[src/rtl/user_pkg.sv]
// ---------------------------------------------------------------------------
// user_pkg
// Shared types and constants for the edge-scan block.
//   scan_state_e : scan controller states (IDLE, FETCH, PROC, DONE)
//   scan_mode_e  : gradient direction selected by mode_i
//   ROM_ADDR_W / ROM_DATA_W : pixel-ROM bus widths
//   PIXEL_STRIDE : byte distance between consecutive pixels in the ROM
// ---------------------------------------------------------------------------
package user_pkg;

  typedef enum logic [1:0] {
    ST_IDLE  = 2'd0,
    ST_FETCH = 2'd1,
    ST_PROC  = 2'd2,
    ST_DONE  = 2'd3
  } scan_state_e;

  typedef enum logic {
    MODE_HORIZ = 1'b0,
    MODE_VERT  = 1'b1
  } scan_mode_e;

  localparam int unsigned ROM_ADDR_W   = 32;
  localparam int unsigned ROM_DATA_W   = 32;
  localparam int unsigned PIXEL_STRIDE = 4;

endpackage

[src/rtl/user_edge_scan_if.sv]
// ---------------------------------------------------------------------------
// user_edge_scan_if
// Pixel-ROM read bus between the scanner and the pixel memory.
//   rom_req_o   : read request, held until data is accepted
//   rom_addr_o  : byte address of the requested pixel
//   rom_data_i  : read data, pixel in the low bits
//   rom_valid_i : read data valid
// Modports:
//   master : the scanner (drives request/address)
//   slave  : the memory  (drives data/valid)
// ---------------------------------------------------------------------------
interface user_edge_scan_if;
  import user_pkg::*;

  logic                  rom_req_o;
  logic [ROM_ADDR_W-1:0] rom_addr_o;
  logic [ROM_DATA_W-1:0] rom_data_i;
  logic                  rom_valid_i;

  modport master (
    output rom_req_o,
    output rom_addr_o,
    input  rom_data_i,
    input  rom_valid_i
  );

  modport slave (
    input  rom_req_o,
    input  rom_addr_o,
    output rom_data_i,
    output rom_valid_i
  );

endinterface

[src/rtl/user_edge_linebuf.sv]
// ---------------------------------------------------------------------------
// user_edge_linebuf
// One-row pixel store used as the vertical-gradient reference.
// Register based, one write port and one asynchronous read port. Reading and
// writing the same column in one cycle returns the old (previous-row) value,
// which is exactly what the vertical gradient needs.
// Contents are not reset: row 0 of every scan never uses them.
// Ports:
//   clk_i   : clock
//   we_i    : write enable
//   waddr_i : write column
//   wdata_i : pixel to store
//   raddr_i : read column
//   rdata_o : stored pixel at raddr_i
// ---------------------------------------------------------------------------
module user_edge_linebuf #(
  parameter int unsigned ImgWidth   = 16,
  parameter int unsigned PixelWidth = 8
) (
  input  logic                        clk_i,
  input  logic                        we_i,
  input  logic [$clog2(ImgWidth)-1:0] waddr_i,
  input  logic [PixelWidth-1:0]       wdata_i,
  input  logic [$clog2(ImgWidth)-1:0] raddr_i,
  output logic [PixelWidth-1:0]       rdata_o
);

  logic [PixelWidth-1:0] mem [ImgWidth];

  always_ff @(posedge clk_i) begin
    if (we_i) begin
      mem[waddr_i] <= wdata_i;
    end
  end

  assign rdata_o = mem[raddr_i];

endmodule

[src/rtl/user_edge_scan.sv]
// ---------------------------------------------------------------------------
// user_edge_scan
// Walks an ImgWidth x ImgHeight image stored in a pixel ROM, one pixel per
// read, and flags pixels whose gradient against a reference pixel exceeds a
// threshold. The reference is the left neighbour (horizontal mode) or the
// pixel above (vertical mode, taken from a one-row line buffer).
// Ports:
//   clk_i        : clock
//   rst_i        : synchronous active-high reset
//   start_i      : level input; a rising edge while idle starts a scan
//   mode_i       : 0 horizontal gradient, 1 vertical gradient
//   threshold_i  : edge threshold (strictly-greater compare)
//   rom          : pixel-ROM read bus (master side)
//   edge_valid_o : one-cycle strobe per processed pixel
//   edge_o       : edge flag, qualified by edge_valid_o
//   edge_count_o : saturating edge count of current/last scan
//   busy_o       : scan in progress
//   done_o       : one-cycle pulse when the last pixel has been processed
// ---------------------------------------------------------------------------
module user_edge_scan
  import user_pkg::*;
#(
  parameter int unsigned ImgWidth   = 16,
  parameter int unsigned ImgHeight  = 16,
  parameter int unsigned PixelWidth = 8,
  parameter logic [31:0] BaseAddr   = 32'h0,
  parameter int unsigned CntWidth   = 16
) (
  input  logic                  clk_i,
  input  logic                  rst_i,
  input  logic                  start_i,
  input  logic                  mode_i,
  input  logic [PixelWidth-1:0] threshold_i,
  user_edge_scan_if.master      rom,
  output logic                  edge_valid_o,
  output logic                  edge_o,
  output logic [CntWidth-1:0]   edge_count_o,
  output logic                  busy_o,
  output logic                  done_o
);

  localparam int unsigned ColW = $clog2(ImgWidth);
  localparam int unsigned RowW = $clog2(ImgHeight);
  localparam logic [ColW-1:0] LastCol = ColW'(ImgWidth - 1);
  localparam logic [RowW-1:0] LastRow = RowW'(ImgHeight - 1);

  // Unsigned |a - b| computed in one extra signed bit so the subtraction
  // cannot wrap.
  function automatic logic [PixelWidth-1:0] abs_diff(
    input logic [PixelWidth-1:0] a,
    input logic [PixelWidth-1:0] b
  );
    logic signed [PixelWidth:0] d;
    d = $signed({1'b0, a}) - $signed({1'b0, b});
    return (d < 0) ? PixelWidth'(-d) : PixelWidth'(d);
  endfunction

  // Counter increment that sticks at all-ones.
  function automatic logic [CntWidth-1:0] sat_inc(input logic [CntWidth-1:0] c);
    return (&c) ? c : c + 1'b1;
  endfunction

  // Control state (reset)
  scan_state_e         state_q, state_d;
  logic                start_q;
  logic [ColW-1:0]     col_q;
  logic [RowW-1:0]     row_q;
  logic [29:0]         idx_q;
  logic [CntWidth-1:0] edge_count_q;

  // Datapath state (no reset)
  scan_mode_e            mode_q;
  logic [PixelWidth-1:0] thr_q;
  logic [PixelWidth-1:0] pix_p0;
  logic [PixelWidth-1:0] hprev_q;

  logic                  start_rise;
  logic                  scan_go;
  logic                  accept;
  logic                  vld_p0;
  logic                  last_pix;
  logic [PixelWidth-1:0] lb_rdata;
  logic [PixelWidth-1:0] ref_pix;
  logic                  has_ref;
  logic                  edge_hit;

  assign start_rise = start_i & ~start_q;
  assign scan_go    = (state_q == ST_IDLE) && start_rise;
  assign accept     = (state_q == ST_FETCH) && rom.rom_valid_i;
  assign vld_p0     = (state_q == ST_PROC);
  assign last_pix   = (col_q == LastCol) && (row_q == LastRow);

  // ---- FSM ----------------------------------------------------------------
  always_ff @(posedge clk_i) begin
    if (rst_i) begin
      state_q <= ST_IDLE;
      start_q <= 1'b0;
    end else begin
      state_q <= state_d;
      start_q <= start_i;
    end
  end

  always_comb begin
    state_d = state_q;
    unique case (state_q)
      ST_IDLE:  if (start_rise)      state_d = ST_FETCH;
      ST_FETCH: if (rom.rom_valid_i) state_d = ST_PROC;
      ST_PROC:  state_d = last_pix ? ST_DONE : ST_FETCH;
      ST_DONE:  state_d = ST_IDLE;
      default:  state_d = ST_IDLE;
    endcase
  end

  // ---- Position tracking and edge counter ---------------------------------
  // Column/row are kept as separate counters so the reference selection
  // needs no division; idx_q only feeds the ROM address.
  always_ff @(posedge clk_i) begin
    if (rst_i) begin
      col_q        <= '0;
      row_q        <= '0;
      idx_q        <= '0;
      edge_count_q <= '0;
    end else if (scan_go) begin
      col_q        <= '0;
      row_q        <= '0;
      idx_q        <= '0;
      edge_count_q <= '0;
    end else if (vld_p0) begin
      idx_q <= idx_q + 1'b1;
      if (col_q == LastCol) begin
        col_q <= '0;
        row_q <= row_q + 1'b1;
      end else begin
        col_q <= col_q + 1'b1;
      end
      if (edge_hit) begin
        edge_count_q <= sat_inc(edge_count_q);
      end
    end
  end

  // ---- Stage p0: pixel capture from ROM -------------------------------------
  // Mode and threshold are latched at start so mid-scan input changes have
  // no effect; hprev_q holds the left neighbour for the horizontal gradient.
  always_ff @(posedge clk_i) begin
    if (scan_go) begin
      mode_q <= scan_mode_e'(mode_i);
      thr_q  <= threshold_i;
    end
    if (accept) begin
      pix_p0 <= rom.rom_data_i[PixelWidth-1:0];
    end
    if (vld_p0) begin
      hprev_q <= pix_p0;
    end
  end

  user_edge_linebuf #(
    .ImgWidth   (ImgWidth),
    .PixelWidth (PixelWidth)
  ) u_linebuf (
    .clk_i   (clk_i),
    .we_i    (vld_p0),
    .waddr_i (col_q),
    .wdata_i (pix_p0),
    .raddr_i (col_q),
    .rdata_o (lb_rdata)
  );

  // ---- Stage p0 evaluation: gradient against reference ------------------------
  // First column (horizontal) / first row (vertical) has no reference and
  // never flags, which also masks the unreset line buffer and hprev_q.
  always_comb begin
    ref_pix = hprev_q;
    has_ref = (col_q != '0);
    if (mode_q == MODE_VERT) begin
      ref_pix = lb_rdata;
      has_ref = (row_q != '0);
    end
  end

  assign edge_hit = vld_p0 && has_ref && (abs_diff(pix_p0, ref_pix) > thr_q);

  // Upper ROM data bits carry no pixel information.
  generate
    if (PixelWidth < ROM_DATA_W) begin : g_unused_data
      logic unused_rom_bits;
      assign unused_rom_bits = ^rom.rom_data_i[ROM_DATA_W-1:PixelWidth];
    end
  endgenerate

  // ---- Outputs ------------------------------------------------------------
  assign rom.rom_req_o  = (state_q == ST_FETCH);
  assign rom.rom_addr_o = BaseAddr + {idx_q, 2'b00};
  assign edge_valid_o   = vld_p0;
  assign edge_o         = edge_hit;
  assign edge_count_o   = edge_count_q;
  assign busy_o         = (state_q != ST_IDLE);
  assign done_o         = (state_q == ST_DONE);

endmodule

[src/flat_wrapper.sv]
// flat-port wrapper written by rule: the top's interface ports become plain ports
module user_edge_scan_flat import user_pkg::*;
#(
  parameter int unsigned ImgWidth   = 16,
  parameter int unsigned ImgHeight  = 16,
  parameter int unsigned PixelWidth = 8,
  parameter logic [31:0] BaseAddr   = 32'h0,
  parameter int unsigned CntWidth   = 16
)
  (clk_i, rst_i, start_i, mode_i, threshold_i, edge_valid_o, edge_o, edge_count_o, busy_o, done_o, rom_rom_req_o, rom_rom_addr_o, rom_rom_data_i, rom_rom_valid_i);
  user_edge_scan_if rom_i ();
  input  logic clk_i;
  input  logic rst_i;
  input  logic start_i;
  input  logic mode_i;
  input  logic [PixelWidth-1:0] threshold_i;
  output logic edge_valid_o;
  output logic edge_o;
  output logic [CntWidth-1:0] edge_count_o;
  output logic busy_o;
  output logic done_o;
  output wire logic [$bits(rom_i.rom_req_o)-1:0] rom_rom_req_o;
  output wire logic [$bits(rom_i.rom_addr_o)-1:0] rom_rom_addr_o;
  input wire logic [$bits(rom_i.rom_data_i)-1:0] rom_rom_data_i;
  input wire logic [$bits(rom_i.rom_valid_i)-1:0] rom_rom_valid_i;
  assign rom_rom_req_o = rom_i.rom_req_o;
  assign rom_rom_addr_o = rom_i.rom_addr_o;
  assign rom_i.rom_data_i = rom_rom_data_i;
  assign rom_i.rom_valid_i = rom_rom_valid_i;
  user_edge_scan #(.ImgWidth(ImgWidth), .ImgHeight(ImgHeight), .PixelWidth(PixelWidth), .BaseAddr(BaseAddr), .CntWidth(CntWidth)) u_core (.clk_i(clk_i), .rst_i(rst_i), .start_i(start_i), .mode_i(mode_i), .threshold_i(threshold_i), .rom(rom_i), .edge_valid_o(edge_valid_o), .edge_o(edge_o), .edge_count_o(edge_count_o), .busy_o(busy_o), .done_o(done_o));
endmodule
[config.mk]
export PLATFORM = sky130hd
export DESIGN_NAME = user_edge_scan_flat
export DESIGN_NICKNAME = d
export VERILOG_FILES = /design/src/rtl/user_pkg.sv /design/src/rtl/user_edge_scan_if.sv /design/src/rtl/user_edge_linebuf.sv /design/src/rtl/user_edge_scan.sv /design/src/flat_wrapper.sv
export SDC_FILE = /design/constraint.sdc
export NUM_CORES = 1
export LEC_CHECK = 0
export ABC_AREA = 1
export ABC_CLOCK_PERIOD_IN_PS = 3800
export BUFFER_PORTS_ARGS = -buffer_cell sky130_fd_sc_hd__buf_2
export CAP_MARGIN = 20
export CORE_MARGIN = 4
export CORE_UTILIZATION = 45
export DETAILED_ROUTE_END_ITERATION = 8
export HOLD_SLACK_MARGIN = 0.02
export PLACE_DENSITY_LB_ADDON = 0.05
export RECOVER_POWER = 100
export SYNTH_ARGS = -nofsm -noshare
export SYNTH_HDL_FRONTEND = slang
export SYNTH_SLANG_ARGS = --single-unit
export TNS_END_PERCENT = 100
[constraint.sdc]
create_clock -name clk_i -period 3.8 [get_ports clk_i]
set_input_delay 0.57 -clock clk_i [delete_from_list [all_inputs] [get_ports clk_i]]
set_output_delay 0.57 -clock clk_i [all_outputs]
set_load 0.01 [all_outputs]
==> flow_summary.ini <==
[worst_setup_path]
cp.arrival_ps = 4000
crit_slowest_cell = fa_1
cp_max_fo = 6
crit_chain = inv_8 > buf_12 > nand2_4 > a21oi_4 > o31ai_4 > a21oi_2 > ha_2 > fa_1 > ha_2 > inv_2 > nor2_1 > nand3_1 > nor2_1 > nand2_1 > nand2_1 > nand3_1 > nand2_2 > ha_4 > nand2_4 > nor2_4 > nand2_2 > nand3_4 > a21oi_4 > buf_6
critPathMaxStageDelay_ps = 570
cp_top_family = adder cells
worstPathRequired_ps = 3230
path_class = reg2out
crit_buf_inv = 4
cp-start-kind = flip-flop
cp-end-kind = primary output

[routing]
first_iter_violations = 342
drc = 0
dr.pass1.iters = 5
ant_nets = 0
vias = 7845
routed_wl_um = 24900
wl_per_cell_um = 16.1
via_per_inst = 5.07

[finish]
num-fill-cells = 1976
syn_to_final_growth_pct = 22.5
antenna_cells = 0
drive_gt1_share_pct = 18.0
nets = 1321
post-route-util_pct = 56.6

[clock_tree]
cts_hold_buffers = 0
cts_tree = built
cts_made_buffers = 24
htreeDepth = 1
clk_root_buffer_cell = clkbuf_16
cts_buffer_depth = 3
clkSlewWorstSetupHoldPaths_ps = 60
cts.sinks = 214
clk_latency_ps = 510

[power_and_ir_drop]
cellPowerDensity_nw_per_um2 = 469
max-vdd-ir-drop_mv = 0.250
leakage_nw = 4.68
power.total_w = 0.00583

[timing]
fmaxAchievable_mhz = 219
worstMarginPinSlew_ps = 1130
finalCriticalPeriod_ps = 4570
max_slew_margin_pct = 24.5
finalHoldViolations = 0
rsz0062_at_grt = yes
layout_setup_ws_ps = -771
clock_skew_ps = 9.44
holdWs_ps = 231
finalCritPeriodShare_pct = 120
setup_viol = 17
finalMaxSlewViolations = 0

[run_status]
status = finished with violations
violations = negative setup slack

[logic_synthesis]
synth.area.top_cells = edfxtp_1 45%, nand2_1 13%, dfxtp_1 12%
synth.ff_latch_count = 214
yosys_warnings = 0
netlist_area_sq_um = 10100
yosys.cell_types.count = 49
yosysMostFrequentCell = nand2_1
synthCells = 1104
synth_edf_count = 153
synth_top_cell_by_area = edfxtp_1
synth_common_cells = 338 x nand2_1, 153 x edfxtp_1, 132 x nand3_1
synth_top_area_share_pct = 45.3
ys_seq_area_share_pct = 57.4
post_synth.cell_area_avg_sq_um = 9.18
async_flop_share_pct = 0
ys.flop_type = edfxtp_1

[run]
max_cap_violations = 0

[floorplan]
core-area_sq_um = 22000
fp.dieW_um = 158
num_rows = 54
die-area_sq_um = 25000
ios = 98
start_util_pct = 46.2
die_h_um = 158

[global_route]
grt.overflow.total = 0
grt_start_max_net_pins = 19
grt_pass1_vias = 7472
grt_pass1_wl_um = 39200
grtUsageTotal_pct = 19.9
antenna_found_initial = 0

[min_path]
hold_class = in2reg

[place]
hpwl_um = 17800
gp_congestion = 0.868
numPortBuffers = 71
dp_slack_ps = -487
-- timing repair --
action	in CTS	in global routing
setup buffers	2	5
pin swaps	22	43
resized for setup	49	54
setup endpoints to repair	17	17
gates cloned	2	0
-- state kept, by name, indices dropped and copies added (netlist names), named ones only --
signal	cells
u_core.u_linebuf.mem	128
u_core.idx_q	30
u_core.edge_count_o	16
u_core.hprev_q	8
u_core.pix_p0	8
u_core.thr_q	8
u_core.col_q	4
u_core.row_q	4
u_core.state_q	2
u_core.mode_q	1
u_core.start_q	1
-- routing by layer --
metal,GRT usage [%],wire length [um],vias up
met4,5.85,705,0
met1,26.2,10800,3639
met2,34.3,12200,175
met3,2.73,1210,42
met5,0,0,-
li1,-,-,3989
-- final cells by class --
type | instances | area [sq um] | share of cell area (%)
Multi-Input combinational cell | 759 | 4070 | 32.7
Sequential cell | 214 | 5820 | 46.9
Timing Repair Buffer | 155 | 998 | 8.04
Clock inverter | 9 | 118 | 0.947
Inverter | 96 | 379 | 3.05
Tap cell | 280 | 350 | 2.82
Clock buffer | 35 | 683 | 5.50
-- final timing paths --
kind,from,end,slack [ps],depth (start not counted)
max,flip-flop,edge_o,-770,24
min,threshold_i[0],u_core.thr_q[0],230,1
max reg2reg,flip-flop,u_core.edge_count_o[12],-220,29
min reg2reg,u_core.idx_q[8],u_core.idx_q[8],490,2
-- worst reg2reg max path, delay by kind of cell, from the launching register on --
kind / cells / cell delay [ps]
simple gates: 15 / 1130
fa+ha+maj: 4 / 1160
flops: 1 / 400
compound gates: 4 / 600
buf+inv: 6 / 590
-- where the power goes --
part	total (W)	internal [W]	switching, W
Sequential	0.00257	0.00254	0.0000241
Clock	0.00236	0.00145	0.000911
Combinational	0.000904	0.000370	0.000534
-- per-stage QoR --
| stage | instance area, sq um | instances | TNS (ps) |
|---|---|---|---|
| 2_1_floorplan | 10200 | 1105 | -43.9 |
| 3_3_place_gp | 11300 | 1495 | -5530 |
| 6_report | 12400 | 1548 | -3550 |
| 4_1_cts | 12300 | 1543 | -2990 |
| 3_5_place_dp | 11300 | 1495 | -5700 |
| 5_1_grt | 12400 | 1548 | -8040 |
-- cell families (layout without fill, tap and decap cells) --
logic type / count (synthesis) / in the layout / synth area share (%)
adders and majority gates: 26 / 26 / 3.28
AOI/OAI and AO/OA: 84 / 84 / 4.92
DFF: 214 / 214 / 57.4
xor gates and xnor gates: 19 / 19 / 1.64
and+or+nand+nor: 627 / 628 / 27.3
buffers and inverters: 133 / 295 / 5.46
other: 1 / 2 / 0.0370
-- cells in the final DEF, fill, tap and decap left out, drive strengths merged, types with 2 or more instances in the layout --
cell and instances:
nor3b 2, inv 93, clkinv 9, o22ai 6, clkbuf 99, conb 2, buf 91, nand2 345
nor3 11, xor2 13, nor2 103, dfxtp 61, o21bai 2, o21ai 17, nand3 137, ha 25
nand4 19, edfxtp 153, a21oi 53, bufinv 3, xnor2 6, nand3b 7
Power figures use the tool's default switching activity.
